## config.mk

```make
export PLATFORM = sky130hd
export DESIGN_NAME = strobe_fifo
export DESIGN_NICKNAME = d
export VERILOG_FILES = /design/src/rtl/strobe_fifo.sv
export SDC_FILE = /design/constraint.sdc
export NUM_CORES = 1
export LEC_CHECK = 0
export ABC_CLOCK_PERIOD_IN_PS = 2300
export BUFFER_PORTS_ARGS = -buffer_cell sky130_fd_sc_hd__buf_2
export CELL_PAD_IN_SITES_DETAIL_PLACEMENT = 1
export CELL_PAD_IN_SITES_GLOBAL_PLACEMENT = 1
export CORE_MARGIN = 2
export CORE_UTILIZATION = 30
export DETAILED_ROUTE_END_ITERATION = 8
export GPL_TIMING_DRIVEN = 0
export PLACE_DENSITY = 0.6
export SYNTH_ARGS = -nofsm -noshare
export SYNTH_HDL_FRONTEND = slang
export SYNTH_SLANG_ARGS = --single-unit
export TNS_END_PERCENT = 30
```

## constraint.sdc

```tcl
create_clock -name clk -period 2.3 [get_ports clk]
set_input_delay 0.46 -clock clk [delete_from_list [all_inputs] [get_ports clk]]
set_output_delay 0.46 -clock clk [all_outputs]
set_load 0.05 [all_outputs]
```

## src/rtl/strobe_fifo.sv

```systemverilog
// Strobe-fed FIFO: single-cycle pushes with no backpressure, valid/ready pop side.
// Optional dropped-push tracking (overflow, drop_count) is enabled by STROBE_FIFO_OVERFLOW_EN.
module strobe_fifo #(
   parameter  int WIDTH = 8,
   parameter  int DEPTH = 4,
   localparam int AW    = $clog2(DEPTH)
) (
   input  logic             clk,
   input  logic             reset_n,
   input  logic             strobe_in,
   input  logic [WIDTH-1:0] data_in,
   output logic             valid_out,
   input  logic             ready_in,
   output logic [WIDTH-1:0] data_out,
   output logic [AW:0]      level,
   input  logic             clear_overflow,
   output logic             overflow,
   output logic [7:0]       drop_count
);

   localparam logic [AW:0] FULL_LEVEL = (AW+1)'(DEPTH);

   logic [WIDTH-1:0] mem [DEPTH];
   logic [AW-1:0]    wr_ptr;
   logic [AW-1:0]    rd_ptr;
   logic [AW:0]      level_q;
   logic             full;
   logic             push;
   logic             pop;

   // Handshake: a word leaves on any edge where valid_out and ready_in are both 1;
   // valid_out never depends on ready_in, and ready_in while empty is ignored.
   // The strobe side has no ready: a strobe into a full FIFO is accepted only
   // when the head is popped on that same edge, otherwise it is dropped.
   assign full      = (level_q == FULL_LEVEL);
   assign valid_out = (level_q != '0);
   assign pop       = valid_out && ready_in;
   assign push      = strobe_in && (!full || pop);

   assign data_out  = mem[rd_ptr];
   assign level     = level_q;

   always_ff @(posedge clk or negedge reset_n) begin
      if (!reset_n) begin
         for (int i = 0; i < DEPTH; i++) begin
            mem[i] <= '0;
         end
      end else if (push) begin
         mem[wr_ptr] <= data_in;
      end
   end

   // Pointers wrap naturally because DEPTH is a power of two.
   always_ff @(posedge clk or negedge reset_n) begin
      if (!reset_n) begin
         wr_ptr <= '0;
         rd_ptr <= '0;
      end else begin
         if (push) begin
            wr_ptr <= wr_ptr + AW'(1);
         end
         if (pop) begin
            rd_ptr <= rd_ptr + AW'(1);
         end
      end
   end

   always_ff @(posedge clk or negedge reset_n) begin
      if (!reset_n) begin
         level_q <= '0;
      end else begin
         case ({push, pop})
            2'b10:   level_q <= level_q + (AW+1)'(1);
            2'b01:   level_q <= level_q - (AW+1)'(1);
            default: level_q <= level_q;
         endcase
      end
   end

`ifdef STROBE_FIFO_OVERFLOW_EN
   logic       drop;
   logic       overflow_q;
   logic [7:0] drop_count_q;

   assign drop = strobe_in && !push;

   // A drop on the same edge as a clear restarts the count at one.
   always_ff @(posedge clk or negedge reset_n) begin
      if (!reset_n) begin
         overflow_q   <= 1'b0;
         drop_count_q <= 8'd0;
      end else if (drop) begin
         overflow_q <= 1'b1;
         if (clear_overflow) begin
            drop_count_q <= 8'd1;
         end else if (drop_count_q != 8'hFF) begin
            drop_count_q <= drop_count_q + 8'd1;
         end
      end else if (clear_overflow) begin
         overflow_q   <= 1'b0;
         drop_count_q <= 8'd0;
      end
   end

   assign overflow   = overflow_q;
   assign drop_count = drop_count_q;
`else
   logic unused_clear_overflow;

   assign unused_clear_overflow = clear_overflow;
   assign overflow              = 1'b0;
   assign drop_count            = 8'd0;
`endif

endmodule

```

==> impl_metrics.ini, run 1 <==
[outcome]
status = finished clean

[synthesis]
synth-compound-area-share_pct = 0.5355
synth_cells = 124
synth_mux_area_share_pct = 30.05
seq_area_frac_synth_pct = 52.21
synth-xor-area-share_pct = 2.811
ys_ff_latch = 39
syn_avg_cell_area_sq_um = 15.07
syn_area_sq_um = 1869
async_flop_share_pct = 100.0
synth_adder_area_share_pct = 4.418
synth_top_family_by_area = multiplexers
synth.area.top_cells = dfrtp_1 (52%), mux2_2 (19%), mux4_2 (9.6%), buf_4 (3.6%), ha_1 (3.3%)
yosys.area.top_type = dfrtp_1
synth_top_flop_cell = dfrtp_1
synth-simple-area-share_pct = 4.685
synth_top_area_share_pct = 52.21
ys_warn_count = 0
synth_edf_count = 0
ys_types = 21

[floorplan]
die_x_um = 82.94
die_area_sq_um = 6878
die_h_um = 82.94
core-area_sq_um = 5956
io_pins = 34
start_util_pct = 31.39
rows = 28

[detailed_routing]
drt_iter0_drc = 40
vias = 1096
top_layer_used = met4
drt_wl_total_mm = 3.848
via_per_inst = 4.605
route.met3.wl_um = 172
wl_per_cell_um = 16.17
drt_first_pass_iters = 2
wl_met1_mm = 1.560
drc = 0
detail-route-antenna-nets = 0
wl_met2_mm = 2.076

[worst_setup_path]
critPathRequiredTime_ps = 1840
worstPathArrival_ps = 1730
timing.rr.end = level[2]
worstSetupEndpointType = output port
path_common_cell = buf_2
cpPeakStageDelay_ps = 560
crit_family = buffers and inverters
cp_cell_sequence = buf_2, mux4_2, buf_2
critical_path_class = reg -> out
worstSetupStartpointType = flop
r2r_cells = 8
path_max_fanout = 10
crit_buf_inv = 2
reg2reg_slack_ps = 240
slowest_stage = mux4_2
r2r_start = level[0]

[sta]
final-max-slew-violation-count = 0
finalCritPeriodShare_pct = 95.15
worstMarginPinSlew_ps = 850.4
rsz0062_at_grt = false
max_freq_ghz = 0.4569
finalSetupViolations = 0
relSlewSlack_pct = 43.31
tns_ps = 0
whs_ps = 278.9
period_needed_ps = 2188
skew_ps = 1.537
final_hold_viol_count = 0

[cts]
ctsHtreeMaxLevel = 2
cts.path.max_buffers = 2
ctsResizeCount = 0
ctsRootBufferMaster = clkbuf_8
insertion_delay_ps = 290
cts_sinks = 39
cts.reportedPaths.clkPinSlew_ps = 70
numCtsBuffers = 5
cts_tree = done

[grt]
grt_max_degree = 40
grt_overflow = 0
antenna_found_initial = 0
grt_usage_pct = 12.12
grt_pass1_wl_mm = 6.396
grt_pass1_vias = 1281

[layout]
final_area_sq_um = 2232
multi_input_area_sq_um = 828.3
n_fill_cell = 649
final_util_pct = 37.48
areaGrowthSynthToFinish_pct = 19.41
antenna_cells = 0
drive_gt1_share_pct = 55.83
ff_latch_area_sq_um = 978.4
nets = 181

[hold_path]
hold_class = in -> async

[placed_design]
place.gp.congestion = 0.6328
place_area_sq_um = 2111
detailed_place_hpwl_mm = 2.849
port_buffers = 23

[job]
cap_violations = 0
timing repair:
action	in CTS	in global routing
pin swaps	1	0
hold buffers	0	0
endpoints found under the setup margin	1	7
buffers inserted	1	0
through the flow:
stage | cells | setup slack, ps
after floorplan | 132 | 5.748
after global placement | 230 | -23.23
after detailed placement | 230 | -134.4
after CTS | 239 | 35.75
after global routing | 238 | 2.803
final | 238 | 111.5
Yosys cell counts, drive strengths merged, types with 3 or more instances:
cell type and n:
dfrtp 39, mux2 33, buf 11, mux4 8, ha 5, inv 5
nand2 5, nor2 5, xnor2 3, xor2 3
routing by layer:
| metal | global-route usage, % | up-vias |
|---|---|---|
| met5 | 0 | - |
| met4 | 2.683 | 0 |
| met3 | 3.976 | 6 |
| met2 | 22.43 | 26 |
| met1 | 13.43 | 570 |
| li1 | - | 494 |
cells by family (layout without fill, tap and decap cells):
logic type	Yosys count	count (layout)
mux	42	42
flops	39	39
buf+inv	16	47
simple gates	13	13
fa+ha+maj	6	6
xor+xnor	6	6
other cells	1	9
compound gates	1	1
layout by cell type (no fill, tap or decap), drive strengths merged, types with 5 or more instances in the layout:
cell,instances
buf,34
clkbuf,6
conb,9
dfrtp,39
ha,5
inv,5
mux2,33
mux4,8
nand2,5
nor2,5
how the worst max path moves through the flow:
stage	from	end	slack, ps	cells after the start
final	rd_ptr[0]	data_out[4]	110	3
after global placement	ready_in	level[2]	-20	9
after floorplan	level[0]	level[2]	6	8
after global routing	rd_ptr[0]	data_out[4]	3	3
after detailed placement	ready_in	level[2]	-130	9
after CTS	rd_ptr[1]	data_out[2]	40	3
area by class of cell:
class / count / area share [%]
clock buffer: 6 / 3.700
multi-input combinational: 77 / 37.11
buffer: 10 / 3.251
sequential: 39 / 43.83
tap: 75 / 4.204
timing repair buffer: 24 / 5.493
clock inverter: 2 / 1.570
inverter: 5 / 0.8408
registers in the layout, indices dropped and copies added (netlist names):
signal and flops:
level 3, mem 32, wr_ptr 2, rd_ptr 2
Power of run 1 is not shown: default switching activity piles up to over one toggle a cycle in this logic, so the estimate is an artifact.
==> run 2: changes to the inputs <==
- ABC_AREA: default -> 1
- PLACE_DENSITY: 0.6 -> 0.64
==> run 2 against run 1 <==
Compared with the run above:
- synthesized cell count grew 98%
- via count rose by 68%
- register-to-register slack better by 20 ps
- critical path depth rose by 3
- cell area is 8.5% higher
- sequential share of layout area shrank 3.5 points
- core utilization decreased by 1.6 points
- die area increased by 11%
- wire length is 59% higher
- clock-buffer cell count stayed put
- hold slack gained 2.2 ps
==> impl_metrics.ini, run 2 <==
[outcome]
status = finished clean

[cts]
cts.reportedPaths.clkPinSlew_ps = 80
cts_sinks = 39
ctsRootBufferMaster = clkbuf_8
cts.path.max_buffers = 2
ctsResizeCount = 0
ctsHtreeMaxLevel = 2
cts_setup_buffers = 0
hold_buffers = 0
cts_tree = done
numCtsBuffers = 5
insertion_delay_ps = 290

[detailed_routing]
vias = 1841
via_per_inst = 5.072
drt_wl_total_mm = 6.126
wl_per_cell_um = 16.88
detail-route-antenna-nets = 0
drt_iter0_drc = 88
drc = 0
drt_first_pass_iters = 4

[power_and_ir_drop]
p_int_mw = 1.857
power_density_nw_per_um2 = 1589
power.total_mw = 3.846
p_leak_nw = 1.274
switching_share_pct = 51.70
pwr-share-clk_pct = 12.6
combPwrFrac_pct = 56.5
power.switching_mw = 1.989
seqPwrFrac_pct = 31.0
ir_worst_vdd_mv = 0.6131

[sta]
whs_ps = 281.0
finalCritPeriodShare_pct = 94.82
worstMarginPinSlew_ps = 903.5
tns_ps = 0
final_hold_viol_count = 0
final-max-slew-violation-count = 0
skew_ps = 5.198
rsz0062_at_grt = false
max_freq_ghz = 0.4585
period_needed_ps = 2181
relSlewSlack_pct = 39.76
finalSetupViolations = 0

[grt]
grt_overflow = 0
antenna_found_initial = 0
grt_pass1_wl_mm = 9.963
grt_max_degree = 40
grt_pass1_vias = 1809
grt_usage_pct = 17.70

[layout]
areaGrowthSynthToFinish_pct = 16.22
final_util_pct = 35.83
drive_gt1_share_pct = 22.26
final_common_cell = nand2_1
largest_reg_flops = 32
antenna_cells = 0
nets = 302
largest-register = mem
n_fill_cell = 840
final_cell_mix = nand2_1 (74), dfrtp_1 (39), nand4_1 (32)
multi_input_area_sq_um = 907.1
ff_latch_area_sq_um = 975.9

[worst_setup_path]
cpPeakStageDelay_ps = 360
path_max_fanout = 10
slowest_stage = dfrtp_1
critPathLaunch = rd_ptr[0]
path_common_cell = buf_4
worstPathArrival_ps = 1720
cp_cell_sequence = buf_4, inv_2, buf_4, nor2_1, o22ai_1, buf_2
worstSetupEndpointType = output port
r2r_cells = 10
r2r_start = level[1]
crit_buf_inv = 4
worstSetupEndpoint = data_out[1]
worstSetupStartpointType = flop
reg2reg_slack_ps = 260
critical_path_class = reg -> out
crit_family = buffers and inverters
timing.rr.end = level[2]
critPathRequiredTime_ps = 1840
crit_cells = 6

[placed_design]
detailed_place_hpwl_mm = 4.153
port_buffers = 23
place.gp.congestion = 0.7266

[synthesis]
ys_warn_count = 0
ys_types = 24
synth_top_area_share_pct = 46.85
synth_cells = 245
synth_top_flop_cell = dfrtp_1
syn_area_sq_um = 2083
synth.area.top_cells = dfrtp_1 (47%), nand2_1 (14%), nand4_1 (9.6%), o21ai_0 (4.3%), buf_4 (4.0%)
syn_avg_cell_area_sq_um = 8.503
yosys.area.top_type = dfrtp_1
async_flop_share_pct = 100.0
ys_ff_latch = 39
seq_area_frac_synth_pct = 46.85
synth_edf_count = 0
synth_common_cells = nand2_1 (75), dfrtp_1 (39), nand4_1 (32)
synth_most_common_cell = nand2_1

[floorplan]
die_area_sq_um = 7627
io_pins = 34
die_x_um = 87.33
die_h_um = 87.33
core-area_sq_um = 6756
start_util_pct = 30.83
rows = 30

[job]
cap_violations = 0

[hold_path]
hold_class = in -> async
[run 2: changes by cell type after synthesis, sizes merged, moves of 12 or more]
cell / change
o21ai: +18
mux2: -33
nand2: +71
nand4: +32
buf: +12
nor2: +13
[run 2: metal layers]
layer	share of wire (%)	vias to the layer above	global-route usage, %
li1	-	878	-
met1	45	924	23.03
met2	50	32	29.61
met3	3.2	7	3.128
met4	1.6	0	5.874
met5	0	-	0
[run 2: cell type report]
type,count,area share [%]
well taps,80,4.134
flip-flops and latches,39,40.31
clock buffers,6,3.411
inverters,11,1.705
multi-input cells,178,37.47
plain buffers,25,7.907
clock inverters,1,0.2067
repair buffers,23,4.858
[run 2: worst min path at each step]
stage,slack [ps],depth (start not counted),to
5_1_grt,360,1,level[0]
3_5_place_dp,450,2,mem[22]
3_3_place_gp,450,2,mem[18]
4_1_cts,320,1,level[0]
6_report,280,1,level[0]
2_1_floorplan,160,0,level[0]
[run 2: cells by family (layout without fill, tap and decap cells)]
kind of cell	Yosys count	after routing	share of synthesized area, %
AO/OA/AOI/OAI	26	26	6.727
XOR/XNOR	4	4	1.682
adder cells (fa/ha/maj)	6	6	3.964
buffers and inverters	36	66	11.17
flip-flops	39	39	46.85
other	1	9	0.1800
AND/OR/NAND/NOR	133	133	29.43
[run 2: per-stage QoR]
step	std cells	cell area (sq um)	setup WS, ps
6_report	363	2421	119.2
5_1_grt	363	2421	3.979
4_1_cts	363	2419	23.29
3_5_place_dp	356	2331	156.4
3_3_place_gp	356	2331	216.7
2_1_floorplan	253	2116	51.63
[run 2: power by group through the flow]
stage	registers (mW)	clock network (mW)	logic, mW
CTS	1.19	0.501	2.20
finish	1.19	0.483	2.17
floorplan	1.25	0	1.56
global route	1.23	0.528	2.40
detailed placement	1.21	0	2.20
global placement	1.19	0	2.15
Note: power is estimated with default switching activity, not from simulation.
